`src/rtl/video_pkg.sv`:
```
// Shared video definitions: default geometry, greyscale width, BT.601-style
// luma coefficients scaled by 256, and the packed RGB888 pixel type.
package video_pkg;

    localparam int DATA_WIDTH_DEF = 8;
    localparam int IMG_WIDTH_DEF  = 640;
    localparam int IMG_HEIGHT_DEF = 480;

    // Luma weights, sum = 256, so (sum of products + 128) >> 8 rounds to nearest
    localparam int COEF_R = 77;
    localparam int COEF_G = 150;
    localparam int COEF_B = 29;

    typedef struct packed {
        logic [7:0] r;
        logic [7:0] g;
        logic [7:0] b;
    } rgb888_t;

endpackage

```
`src/rtl/rgb_to_grey_stream_if.sv`:
```
// Stream bundle for rgb_to_grey_stream: RGB input with valid/ready, greyscale
// output with valid/ready plus frame markers, and the beat pulse.
// slave = the converter's view, master = the surrounding pipeline's view.
interface rgb_to_grey_stream_if
    import video_pkg::*;
#(
    parameter int DATA_WIDTH = DATA_WIDTH_DEF
);

    rgb888_t                 pixel_in;
    logic                    pixel_in_valid;
    logic                    output_ready;
    logic                    module_ready;
    logic [DATA_WIDTH-1:0]   pixel_out;
    logic                    pixel_out_valid;
    logic                    start_of_frame;
    logic                    end_of_line;
    logic                    beat_detected;

    modport slave (
        input  pixel_in,
        input  pixel_in_valid,
        input  module_ready,
        input  beat_detected,
        output output_ready,
        output pixel_out,
        output pixel_out_valid,
        output start_of_frame,
        output end_of_line
    );

    modport master (
        output pixel_in,
        output pixel_in_valid,
        output module_ready,
        output beat_detected,
        input  output_ready,
        input  pixel_out,
        input  pixel_out_valid,
        input  start_of_frame,
        input  end_of_line
    );

endinterface

```
`src/rtl/rgb_to_grey_stream_frame_position_counter.sv`:
```
// Tracks the x/y position of the pixel currently on the output and derives
// start_of_frame / end_of_line for it. Position advances only on a transfer.
module frame_position_counter
    import video_pkg::*;
#(
    parameter int IMG_WIDTH  = IMG_WIDTH_DEF,
    parameter int IMG_HEIGHT = IMG_HEIGHT_DEF
)(
    input  logic clk,
    input  logic reset,
    input  logic i_xfer,
    input  logic i_valid,
    output logic o_sof,
    output logic o_eol,
    output logic o_frame_done
);

    localparam int XW = (IMG_WIDTH  > 1) ? $clog2(IMG_WIDTH)  : 1;
    localparam int YW = (IMG_HEIGHT > 1) ? $clog2(IMG_HEIGHT) : 1;
    localparam logic [XW-1:0] X_LAST = XW'(IMG_WIDTH - 1);
    localparam logic [YW-1:0] Y_LAST = YW'(IMG_HEIGHT - 1);

    logic [XW-1:0] r_x;
    logic [YW-1:0] r_y;
    logic          w_x_last;
    logic          w_y_last;

    assign w_x_last = (r_x == X_LAST);
    assign w_y_last = (r_y == Y_LAST);

    // Raster position of the pixel on the output; steps once per transfer
    always_ff @(posedge clk or negedge reset) begin
        if (!reset) begin
            r_x <= '0;
            r_y <= '0;
        end else if (i_xfer) begin
            if (w_x_last) begin
                r_x <= '0;
                r_y <= w_y_last ? '0 : r_y + YW'(1);
            end else begin
                r_x <= r_x + XW'(1);
            end
        end
    end

    assign o_sof        = i_valid && (r_x == '0) && (r_y == '0);
    assign o_eol        = i_valid && w_x_last;
    assign o_frame_done = i_xfer && w_x_last && w_y_last;

endmodule

```
`src/rtl/rgb_to_grey_stream.sv`:
```
// RGB888 -> greyscale stream converter, two-stage valid/ready pipeline.
// Stage 1 registers the three weighted products, stage 2 the rounded sum.
// Optional feature macro: BEAT_FLASH_EN (brightens FLASH_FRAMES frames after
// each beat_detected pulse; saturating add sits in stage 2).
module rgb_to_grey_stream
    import video_pkg::*;
#(
    parameter int DATA_WIDTH   = DATA_WIDTH_DEF,
    parameter int IMG_WIDTH    = IMG_WIDTH_DEF,
    parameter int IMG_HEIGHT   = IMG_HEIGHT_DEF,
    parameter int FLASH_FRAMES = 4,
    parameter int FLASH_GAIN   = 64
)(
    input  logic              clk,
    input  logic              reset,
    rgb_to_grey_stream_if.slave bus
);

    // Rounded luma from the registered products; cannot overflow 16 bits
    // (255 * 256 + 128 = 65408).
    function automatic logic [7:0] luma_round(input logic [15:0] pr,
                                              input logic [15:0] pg,
                                              input logic [15:0] pb);
        logic [15:0] s;
        s = pr + pg + pb + 16'd128;
        return 8'(s >> 8);
    endfunction

    logic        r_vld_p1;
    logic [15:0] r_prod_r_p1;
    logic [15:0] r_prod_g_p1;
    logic [15:0] r_prod_b_p1;
    logic        r_vld_p2;
    logic [DATA_WIDTH-1:0] r_grey_p2;

    logic        w_s2_ready;
    logic        w_out_ready;
    logic        w_xfer;
    logic        w_frame_done;
    logic [7:0]  w_grey;
    logic [7:0]  w_grey_adj;

    // Stage 2 can take stage 1's content when it is empty or being drained
    assign w_s2_ready  = !r_vld_p2 || bus.module_ready;
    assign w_out_ready = !r_vld_p1 || w_s2_ready;
    assign w_xfer      = r_vld_p2 && bus.module_ready;
    assign w_grey      = luma_round(r_prod_r_p1, r_prod_g_p1, r_prod_b_p1);

`ifdef BEAT_FLASH_EN
    localparam int FCW = (FLASH_FRAMES > 0) ? $clog2(FLASH_FRAMES + 1) : 1;

    function automatic logic [7:0] sat_add_gain(input logic [7:0] g);
        logic [8:0] s;
        s = {1'b0, g} + 9'(FLASH_GAIN);
        return s[8] ? 8'hFF : s[7:0];
    endfunction

    logic [FCW-1:0] r_flash_cnt;
    logic [FCW-1:0] w_flash_next;

    // Beat reloads the frame countdown; each completed frame consumes one
    always_comb begin
        w_flash_next = r_flash_cnt;
        if (bus.beat_detected) begin
            w_flash_next = FCW'(FLASH_FRAMES);
        end else if (w_frame_done && (r_flash_cnt != '0)) begin
            w_flash_next = r_flash_cnt - FCW'(1);
        end
    end

    // Flash frame countdown register
    always_ff @(posedge clk or negedge reset) begin
        if (!reset) begin
            r_flash_cnt <= '0;
        end else begin
            r_flash_cnt <= w_flash_next;
        end
    end

    // Use the post-update count so a pixel entering stage 2 on the edge that
    // ends a frame is judged by the frame it belongs to.
    assign w_grey_adj = (w_flash_next != '0) ? sat_add_gain(w_grey) : w_grey;
`else
    localparam int unused_flash_cfg = FLASH_FRAMES + FLASH_GAIN;
    logic w_unused_ctl;
    assign w_unused_ctl = bus.beat_detected | w_frame_done;
    assign w_grey_adj   = w_grey;
`endif

    // ---- stage 1: accept pixel, register weighted products ----
    // Stage 1 occupancy
    always_ff @(posedge clk or negedge reset) begin
        if (!reset) begin
            r_vld_p1 <= 1'b0;
        end else if (w_out_ready) begin
            r_vld_p1 <= bus.pixel_in_valid;
        end
    end

    // Stage 1 products, loaded only on an accept
    always_ff @(posedge clk) begin
        if (w_out_ready && bus.pixel_in_valid) begin
            r_prod_r_p1 <= 16'(COEF_R) * 16'(bus.pixel_in.r);
            r_prod_g_p1 <= 16'(COEF_G) * 16'(bus.pixel_in.g);
            r_prod_b_p1 <= 16'(COEF_B) * 16'(bus.pixel_in.b);
        end
    end

    // ---- stage 2: rounded sum (and flash gain) onto the output ----
    // Output register, held while the downstream stage stalls
    always_ff @(posedge clk or negedge reset) begin
        if (!reset) begin
            r_vld_p2  <= 1'b0;
            r_grey_p2 <= '0;
        end else if (w_s2_ready) begin
            r_vld_p2 <= r_vld_p1;
            if (r_vld_p1) begin
                r_grey_p2 <= DATA_WIDTH'(w_grey_adj);
            end
        end
    end

    frame_position_counter #(
        .IMG_WIDTH  (IMG_WIDTH),
        .IMG_HEIGHT (IMG_HEIGHT)
    ) u_pos (
        .clk          (clk),
        .reset        (reset),
        .i_xfer       (w_xfer),
        .i_valid      (r_vld_p2),
        .o_sof        (bus.start_of_frame),
        .o_eol        (bus.end_of_line),
        .o_frame_done (w_frame_done)
    );

    assign bus.output_ready    = w_out_ready;
    assign bus.pixel_out       = r_grey_p2;
    assign bus.pixel_out_valid = r_vld_p2;

endmodule

```
`src/flat_wrapper.sv`:
```
// flat-port wrapper written by rule: the top's interface ports become plain ports
module rgb_to_grey_stream_flat import video_pkg::*;
#(
    parameter int DATA_WIDTH   = DATA_WIDTH_DEF,
    parameter int IMG_WIDTH    = IMG_WIDTH_DEF,
    parameter int IMG_HEIGHT   = IMG_HEIGHT_DEF,
    parameter int FLASH_FRAMES = 4,
    parameter int FLASH_GAIN   = 64
)
  (clk, reset, bus_pixel_in, bus_pixel_in_valid, bus_module_ready, bus_beat_detected, bus_output_ready, bus_pixel_out, bus_pixel_out_valid, bus_start_of_frame, bus_end_of_line);
  rgb_to_grey_stream_if #(.DATA_WIDTH(DATA_WIDTH)) bus_i ();
  input  logic clk;
  input  logic reset;
  input wire logic [$bits(bus_i.pixel_in)-1:0] bus_pixel_in;
  input wire logic [$bits(bus_i.pixel_in_valid)-1:0] bus_pixel_in_valid;
  input wire logic [$bits(bus_i.module_ready)-1:0] bus_module_ready;
  input wire logic [$bits(bus_i.beat_detected)-1:0] bus_beat_detected;
  output wire logic [$bits(bus_i.output_ready)-1:0] bus_output_ready;
  output wire logic [$bits(bus_i.pixel_out)-1:0] bus_pixel_out;
  output wire logic [$bits(bus_i.pixel_out_valid)-1:0] bus_pixel_out_valid;
  output wire logic [$bits(bus_i.start_of_frame)-1:0] bus_start_of_frame;
  output wire logic [$bits(bus_i.end_of_line)-1:0] bus_end_of_line;
  assign bus_i.pixel_in = bus_pixel_in;
  assign bus_i.pixel_in_valid = bus_pixel_in_valid;
  assign bus_i.module_ready = bus_module_ready;
  assign bus_i.beat_detected = bus_beat_detected;
  assign bus_output_ready = bus_i.output_ready;
  assign bus_pixel_out = bus_i.pixel_out;
  assign bus_pixel_out_valid = bus_i.pixel_out_valid;
  assign bus_start_of_frame = bus_i.start_of_frame;
  assign bus_end_of_line = bus_i.end_of_line;
  rgb_to_grey_stream #(.DATA_WIDTH(DATA_WIDTH), .IMG_WIDTH(IMG_WIDTH), .IMG_HEIGHT(IMG_HEIGHT), .FLASH_FRAMES(FLASH_FRAMES), .FLASH_GAIN(FLASH_GAIN)) u_core (.clk(clk), .reset(reset), .bus(bus_i));
endmodule
```
`config.mk`:
```
export PLATFORM = sky130hd
export DESIGN_NAME = rgb_to_grey_stream_flat
export DESIGN_NICKNAME = d
export VERILOG_FILES = /design/src/rtl/video_pkg.sv /design/src/rtl/rgb_to_grey_stream_if.sv /design/src/rtl/rgb_to_grey_stream_frame_position_counter.sv /design/src/rtl/rgb_to_grey_stream.sv /design/src/flat_wrapper.sv
export SDC_FILE = /design/constraint.sdc
export NUM_CORES = 1
export LEC_CHECK = 0
export ABC_AREA = 1
export BUFFER_PORTS_ARGS = -buffer_cell sky130_fd_sc_hd__buf_2
export CORE_MARGIN = 10
export CORE_UTILIZATION = 57
export CTS_CLUSTER_DIAMETER = 100
export DETAILED_ROUTE_END_ITERATION = 8
export GPL_TIMING_DRIVEN = 0
export PLACE_DENSITY = 0.83
export SYNTH_ARGS = -nofsm -noshare
export SYNTH_HDL_FRONTEND = slang
export SYNTH_SLANG_ARGS = --single-unit
```
`constraint.sdc`:
```
create_clock -name clk -period 2.25 [get_ports clk]
set_clock_uncertainty 0.1 [all_clocks]
set_input_delay 0.5625 -clock clk [delete_from_list [all_inputs] [get_ports clk]]
set_output_delay 0.5625 -clock clk [all_outputs]
set_load 0.03 [all_outputs]
```
==> results of run 1 <==
what timing repair did:
action,4_1_cts,5_1_grt
pin swaps,94,54
resized for setup,153,78
endpoints found under the setup margin,37,80
setup buffers,25,14
cloned,0,1
worst reg2reg max path: cells and delay by family, from the launching register on:
family | cells | cell delay, ps
simple gates | 7 | 740
buf+inv | 2 | 110
fa+ha+maj | 3 | 1210
flops | 1 | 360
cells in the final DEF, fill, tap and decap left out, types with 4 or more instances in the layout:
cell type | netlist | layout
sky130_fd_sc_hd__xor2_1 | 24 | 22
sky130_fd_sc_hd__clkbuf_16 | 0 | 9
sky130_fd_sc_hd__nand2_4 | 0 | 12
sky130_fd_sc_hd__nor2_1 | 33 | 21
sky130_fd_sc_hd__a21oi_1 | 33 | 16
sky130_fd_sc_hd__inv_4 | 0 | 4
sky130_fd_sc_hd__fa_1 | 38 | 32
sky130_fd_sc_hd__buf_4 | 0 | 30
sky130_fd_sc_hd__buf_6 | 0 | 14
sky130_fd_sc_hd__nand2_2 | 1 | 32
sky130_fd_sc_hd__nor2_2 | 2 | 7
sky130_fd_sc_hd__o21ai_0 | 19 | 11
sky130_fd_sc_hd__xnor2_1 | 10 | 8
sky130_fd_sc_hd__inv_1 | 174 | 118
sky130_fd_sc_hd__o21bai_4 | 0 | 4
sky130_fd_sc_hd__nor3_2 | 2 | 5
sky130_fd_sc_hd__a21oi_2 | 0 | 12
sky130_fd_sc_hd__dfrtp_1 | 29 | 26
sky130_fd_sc_hd__nand2_1 | 153 | 109
sky130_fd_sc_hd__clkinvlp_4 | 0 | 5
sky130_fd_sc_hd__nor3_4 | 1 | 4
sky130_fd_sc_hd__nand4_1 | 9 | 9
sky130_fd_sc_hd__ha_1 | 129 | 70
sky130_fd_sc_hd__buf_8 | 0 | 5
sky130_fd_sc_hd__o21ai_1 | 0 | 4
sky130_fd_sc_hd__inv_2 | 2 | 52
sky130_fd_sc_hd__nand3_2 | 1 | 19
sky130_fd_sc_hd__nor2_4 | 0 | 7
sky130_fd_sc_hd__buf_2 | 0 | 23
sky130_fd_sc_hd__nor3_1 | 12 | 6
sky130_fd_sc_hd__edfxtp_1 | 43 | 43
sky130_fd_sc_hd__nand3_1 | 57 | 36
sky130_fd_sc_hd__fa_2 | 0 | 6
sky130_fd_sc_hd__a21o_1 | 4 | 4
sky130_fd_sc_hd__ha_4 | 0 | 56
sky130_fd_sc_hd__a21oi_4 | 0 | 5
sky130_fd_sc_hd__o21ai_2 | 0 | 4
metrics by stage:
| stage | cell area (um2) | utilization, % | TNS, ps | instances | worst slack (ps) |
|---|---|---|---|---|---|
| 2_1_floorplan | 7720 | - | -20830 | 797 | -1010 |
| 5_1_grt | 9500 | 79.4 | -24470 | 1037 | -1010 |
| 4_1_cts | 9120 | 76.2 | -18640 | 1024 | -879 |
| 3_5_place_dp | 8100 | 67.7 | -40290 | 983 | -1440 |
| 3_3_place_gp | 8100 | 67.7 | -36810 | 983 | -1370 |
| 6_report | 9500 | 79.4 | -22010 | 1037 | -957 |
cells by family (layout without fill, tap and decap cells):
| group | Yosys count | count (layout) | synth area share (%) |
|---|---|---|---|
| XOR/XNOR | 34 | 34 | 4.28 |
| flip-flops | 72 | 72 | 29.0 |
| AND/OR/NAND/NOR | 278 | 278 | 17.4 |
| adder cells (fa/ha/maj) | 167 | 167 | 34.1 |
| buffers and inverters | 176 | 269 | 9.49 |
| AO/OA/AOI/OAI | 70 | 70 | 5.72 |
metal layers:
metal / global-route usage [%] / wire (um)
met5: 0 / 0
met4: 9.68 / 1040
met3: 4.31 / 1310
met2: 39.5 / 9780
met1: 25.7 / 7380
flip-flops by register name, summed over array words and instances (netlist names):
name and cells:
u_core.r_prod_g_p1 15, u_core.r_prod_r_p1 15, u_core.r_prod_b_p1 13, u_core.u_pos.r_x 10, u_core.u_pos.r_y 9, u_core.bus.pixel_out 8, u_core.bus.pixel_out_valid 1, u_core.r_vld_p1 1
synthesized netlist by cell type, types with 2 or more instances:
library cell               number  share of area (%)
sky130_fd_sc_hd__a21o_1         4               0.43
sky130_fd_sc_hd__a21oi_1       33                2.4
sky130_fd_sc_hd__and2_1         2               0.18
sky130_fd_sc_hd__dfrtp_1       29                 10
sky130_fd_sc_hd__edfxtp_1      43                 19
sky130_fd_sc_hd__fa_1          38                 11
sky130_fd_sc_hd__ha_1         129                 23
sky130_fd_sc_hd__inv_1        174                9.4
sky130_fd_sc_hd__inv_2          2               0.11
sky130_fd_sc_hd__nand2_1      153                8.3
sky130_fd_sc_hd__nand3_1       57                4.1
sky130_fd_sc_hd__nand4_1        9               0.81
sky130_fd_sc_hd__nor2_1        33                1.8
sky130_fd_sc_hd__nor2_2         2               0.18
sky130_fd_sc_hd__nor3_1        12               0.86
sky130_fd_sc_hd__nor3_2         2               0.29
sky130_fd_sc_hd__nor4_1         2               0.18
sky130_fd_sc_hd__o21ai_0       19                1.4
sky130_fd_sc_hd__o21bai_1       6               0.65
sky130_fd_sc_hd__or2_2          2               0.18
sky130_fd_sc_hd__xnor2_1       10                1.3
sky130_fd_sc_hd__xor2_1        24                3.0
area by class of cell:
| type | instances | area [um2] | share of cell area [%] |
|---|---|---|---|
| clock buffers | 11 | 233 | 2.45 |
| clock inverters | 5 | 57.6 | 0.606 |
| inverters | 176 | 678 | 7.14 |
| multi-input cells | 549 | 5690 | 59.9 |
| flip-flops and latches | 72 | 2020 | 21.3 |
| well taps | 147 | 184 | 1.94 |
| repair buffers | 76 | 628 | 6.61 |
| repair inverters | 1 | 7.51 | 0.0791 |
worst paths after layout:
kind | startpoint | end | slack (ps) | depth (start not counted)
min in group clk | bus_pixel_in[1] | u_core.r_prod_b_p1[1]$_DFFE_PP_ | 320 | 1
max in group asynchronous | reset | u_core.u_pos.r_x[5]$_DFFE_PN0P_ | 1460 | 1
hold / removal | reset | u_core.bus.pixel_out[0]$_DFFE_PN0P_ | 140 | 1
hold reg to reg | u_core.bus.pixel_out[2]$_DFFE_PN0P_ | u_core.bus.pixel_out[2]$_DFFE_PN0P_ | 380 | 2
setup reg to reg | u_core.r_prod_g_p1[6]$_DFFE_PP_ | u_core.bus.pixel_out[3]$_DFFE_PN0P_ | -310 | 12
setup / recovery | bus_pixel_in[21] | u_core.r_prod_r_p1[12]$_DFFE_PP_ | -960 | 14
==> results.toml, run 1 <==
[outcome]
status = "finished, violations left"
failed_checks = "setup timing"

[clocking]
clockBufferDepth = 2
cts-buffers-inserted = 9
clock_tree.root_cell = "sky130_fd_sc_hd__clkbuf_16"
clock_sink_count = 72
clk-insertion-delay-late_ps = 340
cts.htree.levels = 3
cts_tree = "built"
worst_setup_hold_path_clk_slew_ps = 60
hold_buffers = 0

[timing]
timing.final.setup_violations = 36
timing.final.max_slew_violations = 0
timing_worst_slew_pin_value_ps = 637
min_period_over_period_pct = 143
max-slew-margin-rel_pct = 57.5
timing.hold.ws_ps = 139
postLayoutSetupSlackWorst_ps = -957
final_hold_viol_count = 0
setup_repair_after_global_routing_missed_its_margin = "yes"
final.min_clock_period_ps = 3210
timing.fmax_mhz = 312

[critical_path]
kind_of_cell_adding_the_most_delay_to_the_critical_path = "adder cells"
worstPathCellList = "buf_8 -> ha_4 -> ha_4 -> inv_2 -> fa_1 -> inv_2 -> fa_2 -> ha_4 -> nand2_4 -> a21oi_4 -> o21ai_2 -> nand3_2 -> buf_4 -> xor2_1"
worst_setup_path_end_kind = "flop"
path_max_fanout = 4
largest_stage_delay_on_the_critical_path_ps = 580
critPathKind = "primary input to flop"
arrival_ps = 3190
cp_bufs_invs = 4
cp-start-kind = "primary input"
worst_path_cell_with_the_longest_stage_delay = "sky130_fd_sc_hd__fa_2"
crit_path_frequent_cell = "sky130_fd_sc_hd__ha_4"
crit_required_ps = 2240

[run]
max_cap_viols = 0

[logic_synthesis]
synth_enable_flop_cells = 43
syn_area_um2 = 6960
synth_seq_cells = 72
postSynthAreaPerCell_um2 = 8.73
ys.warnings.count = 0
ys.flop_type = "sky130_fd_sc_hd__edfxtp_1"
synth-seq-area-share_pct = 29.0
synth_nets = 993
async_flop_share_pct = 40.3
yosys.cell_types.count = 34
syn_inst = 797

[floorplanning]
die_height_um = 130
boundaryPins = 41
die_area_um2 = 17000
initial_cell_density_of_the_core_pct = 58.2
placement_rows = 40
core_region_area_um2 = 12000
fp.dieW_um = 130

[placed_design]
dp_hpwl_um = 11900
place.port_buffers = 39
final_replace_weighted_congestion = 0.930

[grt]
first_pass_grt_wire_length_um = 30200
globalRoute.totalOverflow = 0
grt_max_degree = 44
grt_antenna_before_repair = 0
grt_usage_pct = 22.3
grt_pass1_vias = 6213

[cells_and_area]
num_antenna_cells = 0
fraction_of_final_layout_cells_sized_beyond_drive_strength_1_pct = 38.5
final_nets = 1081
num-fill-cells = 679
flow.area_growth_from_synthesis_pct = 36.5

[routing]
wl_um = 19500
drt-pass1-iter-count = 5
drt_first_iter_violations = 526
avgRoutedWirePerCell_um = 18.8
route.vias.total = 5983
via_per_inst = 5.77
drt_drc_violations_left = 0
drt.antenna.violating_nets = 0

[hold_path]
min-delay-path-class = "primary input to asynchronous set/reset pin"
Power of run 1 is left out: the tool's default activity adds up to more than one toggle a clock period on the data nets, which glitch-free logic cannot reach.
==> inputs of run 2 (changes only) <==
--- a/config.mk
+++ b/config.mk
@@ -8,11 +8,11 @@
 export ABC_AREA = 1
 export BUFFER_PORTS_ARGS = -buffer_cell sky130_fd_sc_hd__buf_2
 export CORE_MARGIN = 10
-export CORE_UTILIZATION = 57
+export CORE_UTILIZATION = 60
 export CTS_CLUSTER_DIAMETER = 100
 export DETAILED_ROUTE_END_ITERATION = 8
 export GPL_TIMING_DRIVEN = 0
-export PLACE_DENSITY = 0.83
+export PLACE_DENSITY = 0.84
 export SYNTH_ARGS = -nofsm -noshare
 export SYNTH_HDL_FRONTEND = slang
 export SYNTH_SLANG_ARGS = --single-unit
==> constraint.sdc (replaced) <==
create_clock -name clk -period 3.9 [get_ports clk]
set_clock_uncertainty 0.1 [all_clocks]
set_input_delay 0.975 -clock clk [delete_from_list [all_inputs] [get_ports clk]]
set_output_delay 0.975 -clock clk [all_outputs]
set_load 0.03 [all_outputs]
==> results.toml, run 2 (synthesis gave the netlist of run 1 again) <==
[outcome]
status = "completed"

[clocking]
clock_tree.root_cell = "sky130_fd_sc_hd__clkbuf_16"
clock_sink_count = 72
clk-insertion-delay-late_ps = 330
cts.htree.levels = 3
cts_tree = "built"
cts-buffers-inserted = 9
clockBufferDepth = 2
worst_setup_hold_path_clk_slew_ps = 60

[critical_path]
crit_required_ps = 3880
crit_path_frequent_cell = "sky130_fd_sc_hd__nand2_1"
worstPathCellList = "buf_2 -> ha_4 -> ha_1 -> inv_1 -> fa_1 -> fa_1 -> inv_1 -> ha_4 -> a21o_1 -> a21boi_2 -> nand2_2 -> nand3_2 -> nand2_1 -> nand2_1 -> nand2_1"
arrival_ps = 3740
worst_path_cell_with_the_longest_stage_delay = "sky130_fd_sc_hd__fa_1"
largest_stage_delay_on_the_critical_path_ps = 510
cp_bufs_invs = 3
path_max_fanout = 4
kind_of_cell_adding_the_most_delay_to_the_critical_path = "adder cells"
critPathKind = "primary input to flop"
cp-start-kind = "primary input"
worst_setup_path_end_kind = "flop"

[cells_and_area]
reg.largest.list = "u_core.r_prod_g_p1 x15, u_core.r_prod_r_p1 x15, u_core.r_prod_b_p1 x13"
final_common_cell = "sky130_fd_sc_hd__inv_1"
num-fill-cells = 853
most-common-layout-cells = "173 x sky130_fd_sc_hd__inv_1, 151 x sky130_fd_sc_hd__nand2_1, 126 x sky130_fd_sc_hd__ha_1"
final_nets = 1045
fraction_of_final_layout_cells_sized_beyond_drive_strength_1_pct = 9.25
num_antenna_cells = 0
flow.area_growth_from_synthesis_pct = 11.1
multi_input_area_um2 = 4350
finalNonFillerCells = 997
finalInstanceArea_um2 = 7730
layout.area.seq_um2 = 2020

[floorplanning]
placement_rows = 39
boundaryPins = 41
die_area_um2 = 16300
core_region_area_um2 = 11400
die_height_um = 128
initial_cell_density_of_the_core_pct = 61.2
fp.dieW_um = 128

[routing]
drt.antenna.violating_nets = 0
drt-pass1-iter-count = 5
route.vias.total = 5337
via_per_inst = 5.35
drt_drc_violations_left = 0
wl_um = 13900
drt_first_iter_violations = 452
avgRoutedWirePerCell_um = 14.0

[timing]
min_period_over_period_pct = 96.3
final_hold_viol_count = 0
timing.hold.ws_ps = 371
setup_repair_after_global_routing_missed_its_margin = "no"
timing.final.max_slew_violations = 0
timing.fmax_mhz = 266
final.min_clock_period_ps = 3760
timing_worst_slew_pin_value_ps = 912
tns_ps = 0
timing.final.setup_violations = 0
max-slew-margin-rel_pct = 39.2

[pwr]
p_sw_uw = 2650
static-leakage-power_uw = 0.00421
max-vdd-ir-drop_uv = 748
power_share_of_the_clock_group_pct = 15.4
finalPower_uw = 5630
switching_share_pct = 47.2
p_int_uw = 2970
combPwrFrac_pct = 63.3
power_frac_seq_pct = 21.3
power.density_nw_per_um2 = 728

[grt]
grt_antenna_before_repair = 0
first_pass_grt_wire_length_um = 23900
grt_usage_pct = 17.5
grt_max_degree = 44
grt_pass1_vias = 5350
globalRoute.totalOverflow = 0

[placed_design]
dp_hpwl_um = 10700
post_dp_cell_area_um2 = 7330
place.port_buffers = 39
final_replace_weighted_congestion = 0.916
dp_cells = 979

[run]
max_cap_viols = 0

[hold_path]
min-delay-path-class = "flop to flop"
==> run 2: power groups by stage <==
stage / logic, uW / registers, uW / clock network [uW]
global route: 4110 / 1220 / 897
detailed placement: 3380 / 1210 / 0
global placement: 3290 / 1200 / 0
floorplan: 2590 / 1270 / 0
CTS: 3490 / 1200 / 871
finish: 3560 / 1200 / 865
==> run 2: cell type report <==
type | count | share of cell area [%]
clock inverters | 5 | 0.777
repair buffers | 41 | 2.72
well taps | 143 | 2.31
flip-flops and latches | 72 | 26.1
inverters | 176 | 8.54
clock buffers | 11 | 3.28
multi-input cells | 549 | 56.3
==> run 2: path summary, 6_finish.rpt <==
| check | from | to | slack, ps | depth (start not counted) |
|---|---|---|---|---|
| min | u_core.bus.pixel_out[3]$_DFFE_PN0P_ | u_core.bus.pixel_out[3]$_DFFE_PN0P_ | 370 | 2 |
| max in group asynchronous | reset | u_core.u_pos.r_y[4]$_DFFE_PN0P_ | 2730 | 1 |
| min reg2reg | u_core.bus.pixel_out[3]$_DFFE_PN0P_ | u_core.bus.pixel_out[3]$_DFFE_PN0P_ | 370 | 2 |
| max | bus_pixel_in[12] | u_core.r_prod_g_p1[13]$_DFFE_PP_ | 140 | 15 |
| min in group asynchronous | reset | u_core.bus.pixel_out[4]$_DFFE_PN0P_ | 560 | 1 |
| max reg2reg | u_core.r_prod_b_p1[10]$_DFFE_PP_ | u_core.bus.pixel_out[3]$_DFFE_PN0P_ | 1150 | 12 |
==> run 2: layer usage <==
| layer | share of wire (%) | vias up | routed length [um] | global-route usage (%) |
|---|---|---|---|---|
| li1 | - | 2687 | - | - |
| met1 | 44 | 2486 | 6180 | 21.6 |
| met2 | 49 | 146 | 6830 | 30.2 |
| met3 | 5.2 | 18 | 731 | 3.39 |
| met4 | 1.3 | 0 | 187 | 5.83 |
| met5 | 0 | - | 0 | 0 |
==> run 2: worst min-delay path: cells and delay by family (launching register included) <==
kind	cells	cell delay (ps)
simple gates	2	100
flops	1	340
==> run 2: timing repair <==
item | CTS | global route
pin swaps | 2 | 9
setup buffers | 2 | 0
setup endpoints to repair | 2 | 8
hold buffers | 0 | 0
gates resized for setup | 4 | 9
==> run 2: stage by stage <==
step	setup slack (ps)	utilization (%)
global placement	-286	64.5
floorplan	15.4	-
detailed placement	-373	64.5
global route	17.7	68.0
CTS	49.0	67.6
finish	144	68.0
No activity file was read; power rests on OpenSTA's default activity.
